<file path="src/rtl/seg_display_scanner_pkg.sv">
// Shared definitions for the 7-segment scan controller: segment encoding
// and scan state machine encoding.
package seg_display_scanner_pkg;

  // Active-low segment vector: bit7 = a .. bit1 = g, bit0 = decimal point.
  typedef logic [7:0] seg_t;

  localparam seg_t SEG_BLANK = 8'hFF;

  localparam int SEG_A  = 7;
  localparam int SEG_B  = 6;
  localparam int SEG_C  = 5;
  localparam int SEG_D  = 4;
  localparam int SEG_E  = 3;
  localparam int SEG_F  = 2;
  localparam int SEG_G  = 1;
  localparam int SEG_DP = 0;

  typedef enum logic {
    BLANK = 1'b0,
    DRIVE = 1'b1
  } scan_state_t;

endpackage

</file>
<file path="src/rtl/seg_display_scanner_hexto7seg.sv">
// Hex nibble to active-low 7-segment pattern; the decimal point bit is
// always returned dark and is replaced by the caller.
module seg_display_scanner_hexto7seg
  import seg_display_scanner_pkg::*;
(
  input  logic [3:0] hex,
  output seg_t       seg
);

  // lit[6] = a .. lit[0] = g, 1 = segment on
  logic [6:0] lit;

  always_comb begin
    lit = 7'b0000000;
    case (hex)
      4'h0: lit = 7'b1111110;
      4'h1: lit = 7'b0110000;
      4'h2: lit = 7'b1101101;
      4'h3: lit = 7'b1111001;
      4'h4: lit = 7'b0110011;
      4'h5: lit = 7'b1011011;
      4'h6: lit = 7'b1011111;
      4'h7: lit = 7'b1110000;
      4'h8: lit = 7'b1111111;
      4'h9: lit = 7'b1111011;
      4'hA: lit = 7'b1110111;
      4'hB: lit = 7'b0011111;
      4'hC: lit = 7'b1001110;
      4'hD: lit = 7'b0111101;
      4'hE: lit = 7'b1001111;
      4'hF: lit = 7'b1000111;
      default: lit = 7'b0000000;
    endcase

    seg         = SEG_BLANK;
    seg[SEG_A]  = ~lit[6];
    seg[SEG_B]  = ~lit[5];
    seg[SEG_C]  = ~lit[4];
    seg[SEG_D]  = ~lit[3];
    seg[SEG_E]  = ~lit[2];
    seg[SEG_F]  = ~lit[1];
    seg[SEG_G]  = ~lit[0];
  end

endmodule

</file>
<file path="src/rtl/seg_display_scanner.sv">
// Time-multiplexed common-anode 7-segment scan controller with a
// frame-aligned double-buffered load interface and per-slot blanking gap.
module seg_display_scanner
  import seg_display_scanner_pkg::*;
#(
  parameter int NUM_DIGITS      = 8,
  parameter int TICKS_PER_DIGIT = 12500,
  parameter int BLANK_TICKS     = 250
) (
  input  logic                      clk,
  input  logic                      rst_n,
  input  logic                      load_valid,
  output logic                      load_ready,
  input  logic [4*NUM_DIGITS-1:0]   load_value,
  input  logic [NUM_DIGITS-1:0]     load_dp,
  input  logic [NUM_DIGITS-1:0]     load_en,
  input  logic                      lz_suppress,
  output logic [NUM_DIGITS-1:0]     an,
  output seg_t                      seg,
  output logic                      frame_start
);

  localparam int CW = (TICKS_PER_DIGIT > 1) ? $clog2(TICKS_PER_DIGIT) : 1;
  localparam int IW = (NUM_DIGITS > 1) ? $clog2(NUM_DIGITS) : 1;

  localparam logic [CW-1:0] CNT_LAST       = CW'(TICKS_PER_DIGIT - 1);
  localparam logic [CW-1:0] CNT_BLANK_LAST = CW'(BLANK_TICKS - 1);
  localparam logic [IW-1:0] IDX_LAST       = IW'(NUM_DIGITS - 1);

  logic [CW-1:0]           cnt;
  logic [IW-1:0]           idx;
  scan_state_t             state;
  scan_state_t             state_next;

  logic [4*NUM_DIGITS-1:0] active_value;
  logic [NUM_DIGITS-1:0]   active_dp;
  logic [NUM_DIGITS-1:0]   active_en;
  logic [4*NUM_DIGITS-1:0] shadow_value;
  logic [NUM_DIGITS-1:0]   shadow_dp;
  logic [NUM_DIGITS-1:0]   shadow_en;
  logic                    pending;

  logic                    slot_wrap;
  logic                    frame_wrap;
  logic                    xfer;
  logic [3:0]              nibble;
  seg_t                    dec_seg;
  logic [NUM_DIGITS-1:0]   upper_zero;
  logic                    suppressed;
  logic [NUM_DIGITS-1:0]   drive_an;
  seg_t                    drive_seg;

  // Handshake: a word transfers on any cycle with load_valid && load_ready;
  // load_ready stays low while a transferred word waits for the frame
  // boundary, and the source must hold load_valid until it sees ready.
  assign load_ready = ~pending;
  assign xfer       = load_valid && load_ready;
  assign slot_wrap  = (cnt == CNT_LAST);
  assign frame_wrap = slot_wrap && (idx == IDX_LAST);

  always_ff @(posedge clk or negedge rst_n) begin
    if (!rst_n) begin
      cnt <= '0;
      idx <= '0;
    end else if (slot_wrap) begin
      cnt <= '0;
      idx <= (idx == IDX_LAST) ? '0 : idx + 1'b1;
    end else begin
      cnt <= cnt + 1'b1;
    end
  end

  always_ff @(posedge clk or negedge rst_n) begin
    if (!rst_n) begin
      state <= BLANK;
    end else begin
      state <= state_next;
    end
  end

  always_comb begin
    state_next = state;
    case (state)
      BLANK:   if (cnt == CNT_BLANK_LAST) state_next = DRIVE;
      DRIVE:   if (slot_wrap)             state_next = BLANK;
      default: state_next = BLANK;
    endcase
  end

  // Commit happens only for words already pending before the wrap cycle,
  // so a word accepted on the wrap cycle waits a full frame.
  always_ff @(posedge clk or negedge rst_n) begin
    if (!rst_n) begin
      active_value <= '0;
      active_dp    <= '0;
      active_en    <= '0;
      shadow_value <= '0;
      shadow_dp    <= '0;
      shadow_en    <= '0;
      pending      <= 1'b0;
    end else if (frame_wrap && pending) begin
      active_value <= shadow_value;
      active_dp    <= shadow_dp;
      active_en    <= shadow_en;
      pending      <= 1'b0;
    end else if (xfer) begin
      shadow_value <= load_value;
      shadow_dp    <= load_dp;
      shadow_en    <= load_en;
      pending      <= 1'b1;
    end
  end

  // upper_zero[i]: nibbles i..NUM_DIGITS-1 of the active value are all zero.
  always_comb begin
    upper_zero = '0;
    upper_zero[NUM_DIGITS-1] = (active_value[4*(NUM_DIGITS-1) +: 4] == 4'h0);
    for (int i = NUM_DIGITS - 2; i >= 0; i--) begin
      upper_zero[i] = upper_zero[i+1] && (active_value[4*i +: 4] == 4'h0);
    end
  end

  assign nibble     = active_value[{idx, 2'b00} +: 4];
  assign suppressed = !active_en[idx] ||
                      (lz_suppress && (idx != '0) && upper_zero[idx]);

  seg_display_scanner_hexto7seg u_dec (
    .hex (nibble),
    .seg (dec_seg)
  );

  always_comb begin
    drive_an  = '1;
    drive_seg = SEG_BLANK;
    if (state == DRIVE && !suppressed) begin
      for (int i = 0; i < NUM_DIGITS; i++) begin
        drive_an[i] = (IW'(i) != idx);
      end
      drive_seg         = dec_seg;
      drive_seg[SEG_DP] = ~active_dp[idx];
    end
  end

  // Anodes and segments change on the same edge, so a newly selected
  // anode never sees the previous digit's pattern.
  always_ff @(posedge clk or negedge rst_n) begin
    if (!rst_n) begin
      an          <= '1;
      seg         <= SEG_BLANK;
      frame_start <= 1'b0;
    end else begin
      an          <= drive_an;
      seg         <= drive_seg;
      frame_start <= (state == BLANK) && (cnt == '0) && (idx == '0);
    end
  end

endmodule

</file>
<file path="config.mk">
export PLATFORM = sky130hd
export DESIGN_NAME = seg_display_scanner
export DESIGN_NICKNAME = d
export VERILOG_FILES = /design/src/rtl/seg_display_scanner_pkg.sv /design/src/rtl/seg_display_scanner_hexto7seg.sv /design/src/rtl/seg_display_scanner.sv
export SDC_FILE = /design/constraint.sdc
export NUM_CORES = 1
export LEC_CHECK = 0
export ABC_AREA = 1
export BUFFER_PORTS_ARGS = -buffer_cell sky130_fd_sc_hd__buf_2
export CORE_ASPECT_RATIO = 0.5
export CORE_MARGIN = 4
export CORE_UTILIZATION = 30
export CTS_BUF_LIST = sky130_fd_sc_hd__clkbuf_16
export DETAILED_ROUTE_END_ITERATION = 12
export MAX_ROUTING_LAYER = met4
export PLACE_DENSITY = 0.47
export REMOVE_ABC_BUFFERS = 1
export SETUP_SLACK_MARGIN = 0.02
export SLEW_MARGIN = 10
export SYNTH_ARGS = -nofsm -noshare
export SYNTH_HDL_FRONTEND = slang
export SYNTH_SLANG_ARGS = --single-unit
</file>
<file path="constraint.sdc">
create_clock -name clk -period 1.9 [get_ports clk]
set_input_delay 0.095 -clock clk [delete_from_list [all_inputs] [get_ports clk]]
set_output_delay 0.095 -clock clk [all_outputs]
set_load 0.005 [all_outputs]
</file>
==> results of run 1 <==
[metal layers]
layer / vias to the layer above / part of all wire [%] / GRT usage (%)
met5: - / 0 / -
li1: 2467 / - / -
met4: 0 / 0.81 / 4.05
met3: 10 / 4.2 / 3.36
met1: 2339 / 53 / 21.3
met2: 73 / 42 / 21.1
[sequential cells by signal (all words and copies together), names as in the netlist, 8 cells and up]
signal	count
seg	8
shadow_en	8
shadow_value	32
an	8
active_value	32
active_dp	8
cnt	14
active_en	8
shadow_dp	8
[worst reg2reg max path, cell delays in order, from the launching register on]
cell	delay, ns
sky130_fd_sc_hd__dfrtp_1	0.42
sky130_fd_sc_hd__nor2_1	0.12
sky130_fd_sc_hd__nand3_1	0.12
sky130_fd_sc_hd__nor2_1	0.14
sky130_fd_sc_hd__nand2_2	0.10
sky130_fd_sc_hd__nor3_4	0.27
sky130_fd_sc_hd__buf_6	0.19
sky130_fd_sc_hd__clkbuf_16	0.18
sky130_fd_sc_hd__o21ai_0	0.09
[cell usage in the layout, fill, tap and decap left out, drive strengths merged, types with 4 or more instances in the layout]
| cell type | netlist | final |
|---|---|---|
| clkbuf | 9 | 19 |
| dlygate4sd3 | 0 | 50 |
| xor2 | 4 | 4 |
| dfstp | 16 | 16 |
| mux2 | 48 | 48 |
| nand2 | 206 | 206 |
| buf | 15 | 109 |
| dfrtp | 116 | 116 |
| inv | 71 | 76 |
| ha | 15 | 15 |
| o21ai | 46 | 46 |
| nand4 | 5 | 5 |
| nor3 | 7 | 7 |
| nand3 | 60 | 60 |
| nor2 | 32 | 32 |
| clkinv | 2 | 7 |
| a21oi | 12 | 12 |
[power by group through the flow]
stage	registers, mW	logic, mW	clock network (mW)
2_1_floorplan	3.02	0.102	0
3_3_place_gp	3.04	0.232	0
3_5_place_dp	3.05	0.239	0
4_1_cts	3.00	0.318	3.50
5_1_grt	3.01	0.351	3.61
6_report	2.99	0.309	3.41
[final cells by class]
type                       instances  area (um^2)  area share [%]
sequential                       132         3320            40.2
multi-input combinational        444         2450            29.6
timing repair buffer             161         1280            15.5
clock buffer                      17          425            5.14
tap                              266          333            4.02
inverter                          73          279            3.37
clock inverter                    15          181            2.19
[path summary, 6_finish.rpt]
path	from	to	cells after the start
hold reg to reg	shadow_value[5]	active_value[5]	2
hold / removal	rst_n	active_value[7]	2
setup / recovery	cnt[11]	active_value[27]	8
min in group clk	lz_suppress	seg[1]	11
setup reg to reg	cnt[11]	active_value[27]	8
max in group asynchronous	rst_n	seg[0]	3
[metrics by stage]
step	cell area [um^2]	utilization, %	TNS, ns
after floorplan	5990	-	-68.59
final	8270	41.9	0
after CTS	8130	41.2	0
after global routing	8270	41.9	-0.0600
after global placement	7030	35.6	0
after detailed placement	7030	35.6	0
[cells by family after synthesis]
| logic type | after synthesis |
|---|---|
| muxes | 48 |
| AOI/OAI and AO/OA | 62 |
| xor gates and xnor gates | 5 |
| DFF | 132 |
| and+or+nand+nor | 314 |
| adders and majority gates | 15 |
| buffers and inverters | 97 |
[what timing repair did]
item                       4_1_cts  5_1_grt
gates resized for setup          0       22
setup endpoints to repair        0       31
buffers inserted                 0        1
hold buffers                    50        0
hold endpoints to repair       110        0
==> out/summary.json, run 1 <==
{
  "power_share_of_the_combinational_group_pct": 4.6,
  "synth_area_mm2": 0.00610,
  "post_drt_wl_per_cell_um": 14.3,
  "critical_path.cell_chain": "nor2_1 -> nand3_1 -> nor2_1 -> nand2_2 -> nor3_4 -> buf_6 -> clkbuf_16 -> o21ai_0",
  "p_leak_nw": 4.04,
  "syn-instance-count": 673,
  "power.density_mw_per_mm2": 811,
  "swShare_pct": 22.4,
  "yosys-top-cells-area": "sky130_fd_sc_hd__dfrtp_1 (48%), sky130_fd_sc_hd__nand2_1 (13%), sky130_fd_sc_hd__mux2_2 (8.9%), sky130_fd_sc_hd__dfstp_2 (6.9%), sky130_fd_sc_hd__nand3_1 (4.9%)",
  "vias_after_detailed_routing": 4889,
  "io_pins": 70,
  "synth.lib_cells_used.distinct": 29,
  "pwr-share-seq_pct": 44.6,
  "insertedDiodeCount": 0,
  "hold_class": "in -> async",
  "synth-seq-area-share_pct": 54.4,
  "path_clk_slew_ns": 0.07,
  "first_pass_grt_wire_length_um": 25800,
  "cts-buffers-inserted": 17,
  "fp.dieW_um": 210,
  "finalNonFillerCells": 1108,
  "number_of_remaining_drc_errors": 0,
  "place_worst_setup_slack_ns": 0.0640,
  "timing_worst_slew_pin_value_ns": 0.486,
  "critical_path.max_stage_delay_ns": 0.42,
  "die_footprint_mm2": 0.0228,
  "place.detailed.instances": 1023,
  "largest_family_of_logic_cells_by_synthesized_area": "simple AND/OR/NAND/NOR gates",
  "report.final.setup_viol": 0,
  "critical-path-slowest-cell": "sky130_fd_sc_hd__dfrtp_1",
  "antenna_left": 0,
  "grt_pass1_vias": 4980,
  "period_needed_ns": 1.74,
  "synthArstFlopShare_pct": 100,
  "core_ar_mm2": 0.0197,
  "synth.area.mux_share_pct": 8.86,
  "ff2ff_setup_slack_ns": 0.16,
  "htree_num_levels": 4,
  "areaGrowthSynthToFinish_pct": 35.5,
  "buffer_depth_of_the_longest_clock_path": 2,
  "finalWeightedCongestion": 0.839,
  "setup.worst_path.class": "reg -> reg",
  "drt-initial-drc-count": 295,
  "internal_power_component_mw": 5.21,
  "clkPwrFrac_pct": 50.8,
  "synth-compound-area-share_pct": 5.23,
  "timing.critical_path.max_delay_family": "simple AND/OR/NAND/NOR gates",
  "min_hold_slack_ns": 0.156,
  "critical_path.max_fanout": 17,
  "maxSlewHeadroom_pct": 67.3,
  "firstDrtPassIters": 4,
  "synth_simple_gate_area_share_pct": 21.3,
  "cts_num_sinks": 132,
  "floorplan.die.height_um": 109,
  "timing_max_transition_violations_final": 0,
  "finClkSkew_ns": 0.0148,
  "placementRows": 36,
  "grt_max_degree": 48,
  "io_buffers": 69,
  "total_switching_power_mw": 1.50,
  "grt_overflow": 0,
  "setup_slack_ns": 0.159,
  "start_kind": "flip-flop",
  "end_kind": "flip-flop",
  "vdd.ir_drop.worst_uv": 495,
  "clock_tree.root_cell": "sky130_fd_sc_hd__clkbuf_16",
  "synth-edff-count": 0,
  "antenna_found_initial": 0,
  "clock_insertion_delay_at_the_later_pin_of_the_skew_report_ns": 0.42,
  "synth-xor-area-share_pct": 0.718,
  "synthMostInstantiatedCell": "sky130_fd_sc_hd__nand2_1",
  "routed_wirelength_um": 15900,
  "hold_viol_final": 0,
  "initial_util_pct": 30.9,
  "critical_path.most_common_cell": "sky130_fd_sc_hd__nor2_1",
  "tritoncts": "yes",
  "synthDominantCellAreaShare_pct": 47.6,
  "worstPathArrival_ns": 2.04,
  "max-cap-violations": 0,
  "report.power.total_mw": 6.71,
  "finalCritPeriodShare_pct": 91.7,
  "globalRouteTotalUtil_pct": 14.8,
  "run_status": "completed",
  "critPathRequiredTime_ns": 2.20,
  "rsz0062_at_grt": "yes",
  "number_of_filler_instances_in_the_final_layout": 1931,
  "final_nets": 896,
  "hpwl_um": 11500,
  "yosys_warnings": 0,
  "viasPerCell": 4.41,
  "post-synth-top-area-cell": "sky130_fd_sc_hd__dfrtp_1",
  "post_synthesis_area_per_instance_um2": 9.07,
  "layout-drive-gt1-share_pct": 26.2,
  "synth_flop_cell": "sky130_fd_sc_hd__dfrtp_1",
  "fmax_ghz": 0.574,
  "synth-adder-area-share_pct": 3.08,
  "yosys_register_bits": 132,
  "timing.critical_path.buf_inv": 2,
  "synth.top_cells.by_count": "sky130_fd_sc_hd__nand2_1 (206), sky130_fd_sc_hd__dfrtp_1 (116), sky130_fd_sc_hd__inv_1 (70), sky130_fd_sc_hd__nand3_1 (60), sky130_fd_sc_hd__mux2_2 (48)"
}
Power figures use the tool's default switching activity.
==> inputs of run 2 (changes only) <==
==> constraint.sdc (replaced) <==
create_clock -name clk -period 1.9 [get_ports clk]
set_input_delay 0.57 -clock clk [delete_from_list [all_inputs] [get_ports clk]]
set_output_delay 0.57 -clock clk [all_outputs]
set_load 0.005 [all_outputs]
==> run 2 against run 1 <==
Die area stayed put. Sequential share of layout area is 2.8 points higher. Global-route usage is 0.16 points lower. Cell area is 6.6% lower. Critical path depth is 2 higher. Register-to-register slack worse by 0.04 ns. Critical endpoint is now seg[4]. Largest cell class unchanged. Largest power group unchanged.
==> out/summary.json, run 2 (synthesis gave the netlist of run 1 again) <==
{
  "run_status": {"value": "completed", "change": "unchanged"},
  "cts_num_sinks": {"value": 132, "change": "unchanged"},
  "insertedDiodeCount": {"value": 0, "change": "unchanged"},
  "io_pins": {"value": 70, "change": "unchanged"},
  "setup.worst_path.class": {"value": "reg -> reg", "change": "unchanged"},
  "hold_class": {"value": "in -> async", "change": "unchanged"},
  "die_footprint": {"value": 0.0228, "unit": "mm^2", "change": "unchanged"},
  "core_ar": {"value": 0.0197, "unit": "mm^2", "change": "unchanged"},
  "final_nets": {"value": 844, "change": "was 896"},
  "place.detailed.instances": {"value": 1024, "change": "was 1023"},
  "most-common-layout-cells": {"value": "sky130_fd_sc_hd__nand2_1 (201), sky130_fd_sc_hd__dfrtp_1 (115), sky130_fd_sc_hd__inv_1 (69), sky130_fd_sc_hd__buf_2 (68), sky130_fd_sc_hd__nand3_1 (57)", "change": "was sky130_fd_sc_hd__nand2_1 (201), sky130_fd_sc_hd__dfrtp_1 (115), sky130_fd_sc_hd__inv_1 (70), sky130_fd_sc_hd__buf_2 (68), sky130_fd_sc_hd__nand3_1 (57)"},
  "critPathRequiredTime": {"value": 2.27, "unit": "ns", "change": "was 2.20 ns"},
  "post_drt_wl_per_cell": {"value": 14.2, "unit": "um", "change": "was 14.3 um"},
  "floorplan.die.height": {"value": 109, "unit": "um", "change": "unchanged"},
  "critical_path.max_fanout": {"value": 20, "change": "was 17"},
  "report.power.total": {"value": 6.61, "unit": "mW", "change": "was 6.71 mW"},
  "start_kind": {"value": "flip-flop", "change": "unchanged"},
  "placementRows": {"value": 36, "change": "unchanged"},
  "first_pass_grt_wire_length": {"value": 25300, "unit": "um", "change": "was 25800 um"},
  "grt_max_degree": {"value": 54, "change": "was 48"},
  "hold_viol_final": {"value": 0, "change": "unchanged"},
  "htree_num_levels": {"value": 4, "change": "unchanged"},
  "final_common_cell": {"value": "sky130_fd_sc_hd__nand2_1", "change": "unchanged"},
  "power.density": {"value": 856, "unit": "mW/mm^2", "change": "was 811 mW/mm^2"},
  "globalRouteTotalUtil": {"value": 14.7, "unit": "%", "change": "was 14.8%"},
  "routed_wl_met3": {"value": 683, "unit": "um", "change": "was 663 um"},
  "finClkSkew": {"value": 0.0134, "unit": "ns", "change": "was 0.0148 ns"},
  "worstPathArrival": {"value": 2.15, "unit": "ns", "change": "was 2.04 ns"},
  "clock_insertion_delay_at_the_later_pin_of_the_skew_report": {"value": 0.43, "unit": "ns", "change": "was 0.42 ns"},
  "clock_tree.root_cell": {"value": "sky130_fd_sc_hd__clkbuf_16", "change": "unchanged"},
  "number_of_remaining_drc_errors": {"value": 0, "change": "unchanged"},
  "p_leak": {"value": 3.81, "unit": "nW", "change": "was 4.04 nW"},
  "grt_overflow": {"value": 0, "change": "unchanged"},
  "end_kind": {"value": "flip-flop", "change": "unchanged"},
  "hpwl": {"value": 11100, "unit": "um", "change": "was 11500 um"},
  "hold_buffers": {"value": 0, "change": "was 50"},
  "antenna_left": {"value": 0, "change": "unchanged"},
  "initial_util": {"value": 30.9, "unit": "%", "change": "unchanged"},
  "maxSlewHeadroom": {"value": 64.2, "unit": "%", "change": "was 67.3%"},
  "timing_max_transition_violations_final": {"value": 0, "change": "unchanged"},
  "highest-signal-layer": {"value": "met4", "change": "unchanged"},
  "path_clk_slew": {"value": 0.06, "unit": "ns", "change": "was 0.07 ns"},
  "report.final.setup_viol": {"value": 0, "change": "unchanged"},
  "total_routed_wire_length_on_the_met1_layer": {"value": 7840, "unit": "um", "change": "was 8380 um"},
  "areaGrowthSynthToFinish": {"value": 26.6, "unit": "%", "change": "was 35.5%"},
  "finalWeightedCongestion": {"value": 0.843, "change": "was 0.839"},
  "buffer_depth_of_the_longest_clock_path": {"value": 2, "change": "unchanged"},
  "routed_wirelength": {"value": 15000, "unit": "um", "change": "was 15900 um"},
  "max-cap-violations": {"value": 0, "change": "unchanged"},
  "finalNonFillerCells": {"value": 1056, "change": "was 1108"},
  "firstDrtPassIters": {"value": 4, "change": "unchanged"},
  "detailroute.wirelength.met2": {"value": 6250, "unit": "um", "change": "was 6700 um"},
  "period_needed": {"value": 1.78, "unit": "ns", "change": "was 1.74 ns"},
  "placement.cell_area": {"value": 0.00705, "unit": "mm^2", "change": "was 0.00703 mm^2"},
  "finalCritPeriodShare": {"value": 93.7, "unit": "%", "change": "was 91.7%"},
  "ff2ff_setup_slack": {"value": 0.12, "unit": "ns", "change": "was 0.16 ns"},
  "grt_pass1_vias": {"value": 4876, "change": "was 4980"},
  "rsz0062_at_grt": {"value": "yes", "change": "unchanged"},
  "drt-initial-drc-count": {"value": 244, "change": "was 295"},
  "timing_worst_slew_pin_value": {"value": 0.532, "unit": "ns", "change": "was 0.486 ns"},
  "vias_after_detailed_routing": {"value": 4744, "change": "was 4889"},
  "io_buffers": {"value": 69, "change": "unchanged"},
  "fp.dieW": {"value": 210, "unit": "um", "change": "unchanged"},
  "cts-buffers-inserted": {"value": 17, "change": "unchanged"},
  "vdd.ir_drop.worst": {"value": 407, "unit": "uV", "change": "was 495 uV"},
  "fmax": {"value": 0.562, "unit": "GHz", "change": "was 0.574 GHz"},
  "final_area": {"value": 0.00772, "unit": "mm^2", "change": "was 0.00827 mm^2"},
  "antenna_found_initial": {"value": 0, "change": "unchanged"},
  "finalSetupTns": {"value": 0, "unit": "ns", "change": "unchanged"},
  "largest_registers": {"value": "active_value (32), shadow_value (32), cnt (14)", "change": "unchanged"},
  "tritoncts": {"value": "yes", "change": "unchanged"},
  "layout-drive-gt1-share": {"value": 28.0, "unit": "%", "change": "was 26.2%"},
  "viasPerCell": {"value": 4.49, "change": "was 4.41"}
}
-- run 2: power by group --
group | switching (mW) | total [mW] | internal, mW
clock | 1.31 | 3.39 | 2.07
sequential | 0.0629 | 3.00 | 2.93
combinational | 0.100 | 0.230 | 0.130
-- run 2: layer usage --
layer | vias to the layer above | global-route usage [%]
met5 | - | -
met4 | 0 | 4.75
met3 | 17 | 4.48
met2 | 88 | 20.2
met1 | 2281 | 20.6
li1 | 2358 | -
-- run 2: final cells by class --
| cell class | count | area, um^2 |
|---|---|---|
| clock buffer | 17 | 425 |
| inverter | 73 | 283 |
| sequential | 132 | 3320 |
| fill | 2003 | 12000 |
| clock inverter | 15 | 180 |
| tap | 266 | 333 |
| timing repair buffer | 109 | 746 |
| multi-input combinational | 444 | 2430 |
-- run 2: stage by stage --
| stage | utilization (%) | hold slack [ns] | setup WS (ns) |
|---|---|---|---|
| after floorplan | - | 0.274 | -1.38 |
| after global placement | 35.7 | 0.454 | 0.0564 |
| after detailed placement | 35.7 | 0.459 | 0.0347 |
| after CTS | 38.8 | 0.0146 | 0.0452 |
| after global routing | 39.2 | 0.0308 | -0.0139 |
| final | 39.2 | 0.0310 | 0.120 |
-- run 2: repair_timing --
| action | in CTS | in global routing |
|---|---|---|
| endpoints found under the setup margin | 1 | 56 |
| gates resized for setup | 1 | 23 |
| pin swaps | 0 | 1 |
| setup buffers | 0 | 0 |
-- run 2: final timing paths --
path	startpoint	to	cells after the start
worst max-delay path	idx[0]	seg[4]	10
worst min-delay path	rst_n	shadow_value[5]	1
worst max register to register	idx[0]	seg[4]	10
worst min register to register	active_dp[5]	active_dp[5]	2
max in group asynchronous	rst_n	an[6]	2
min in group clk	load_value[10]	shadow_value[10]	2
-- run 2: critical path, cell delays in order, from the launching register on --
cell                       delay (ns)
sky130_fd_sc_hd__dfrtp_2         0.45
sky130_fd_sc_hd__buf_8           0.17
sky130_fd_sc_hd__nand2_1         0.08
sky130_fd_sc_hd__nand3_1         0.11
sky130_fd_sc_hd__nand3_1         0.13
sky130_fd_sc_hd__nand2_2         0.09
sky130_fd_sc_hd__ha_1            0.32
sky130_fd_sc_hd__nand3b_1        0.16
sky130_fd_sc_hd__nand2_1         0.07
sky130_fd_sc_hd__nand2_1         0.05
sky130_fd_sc_hd__nand3_1         0.07
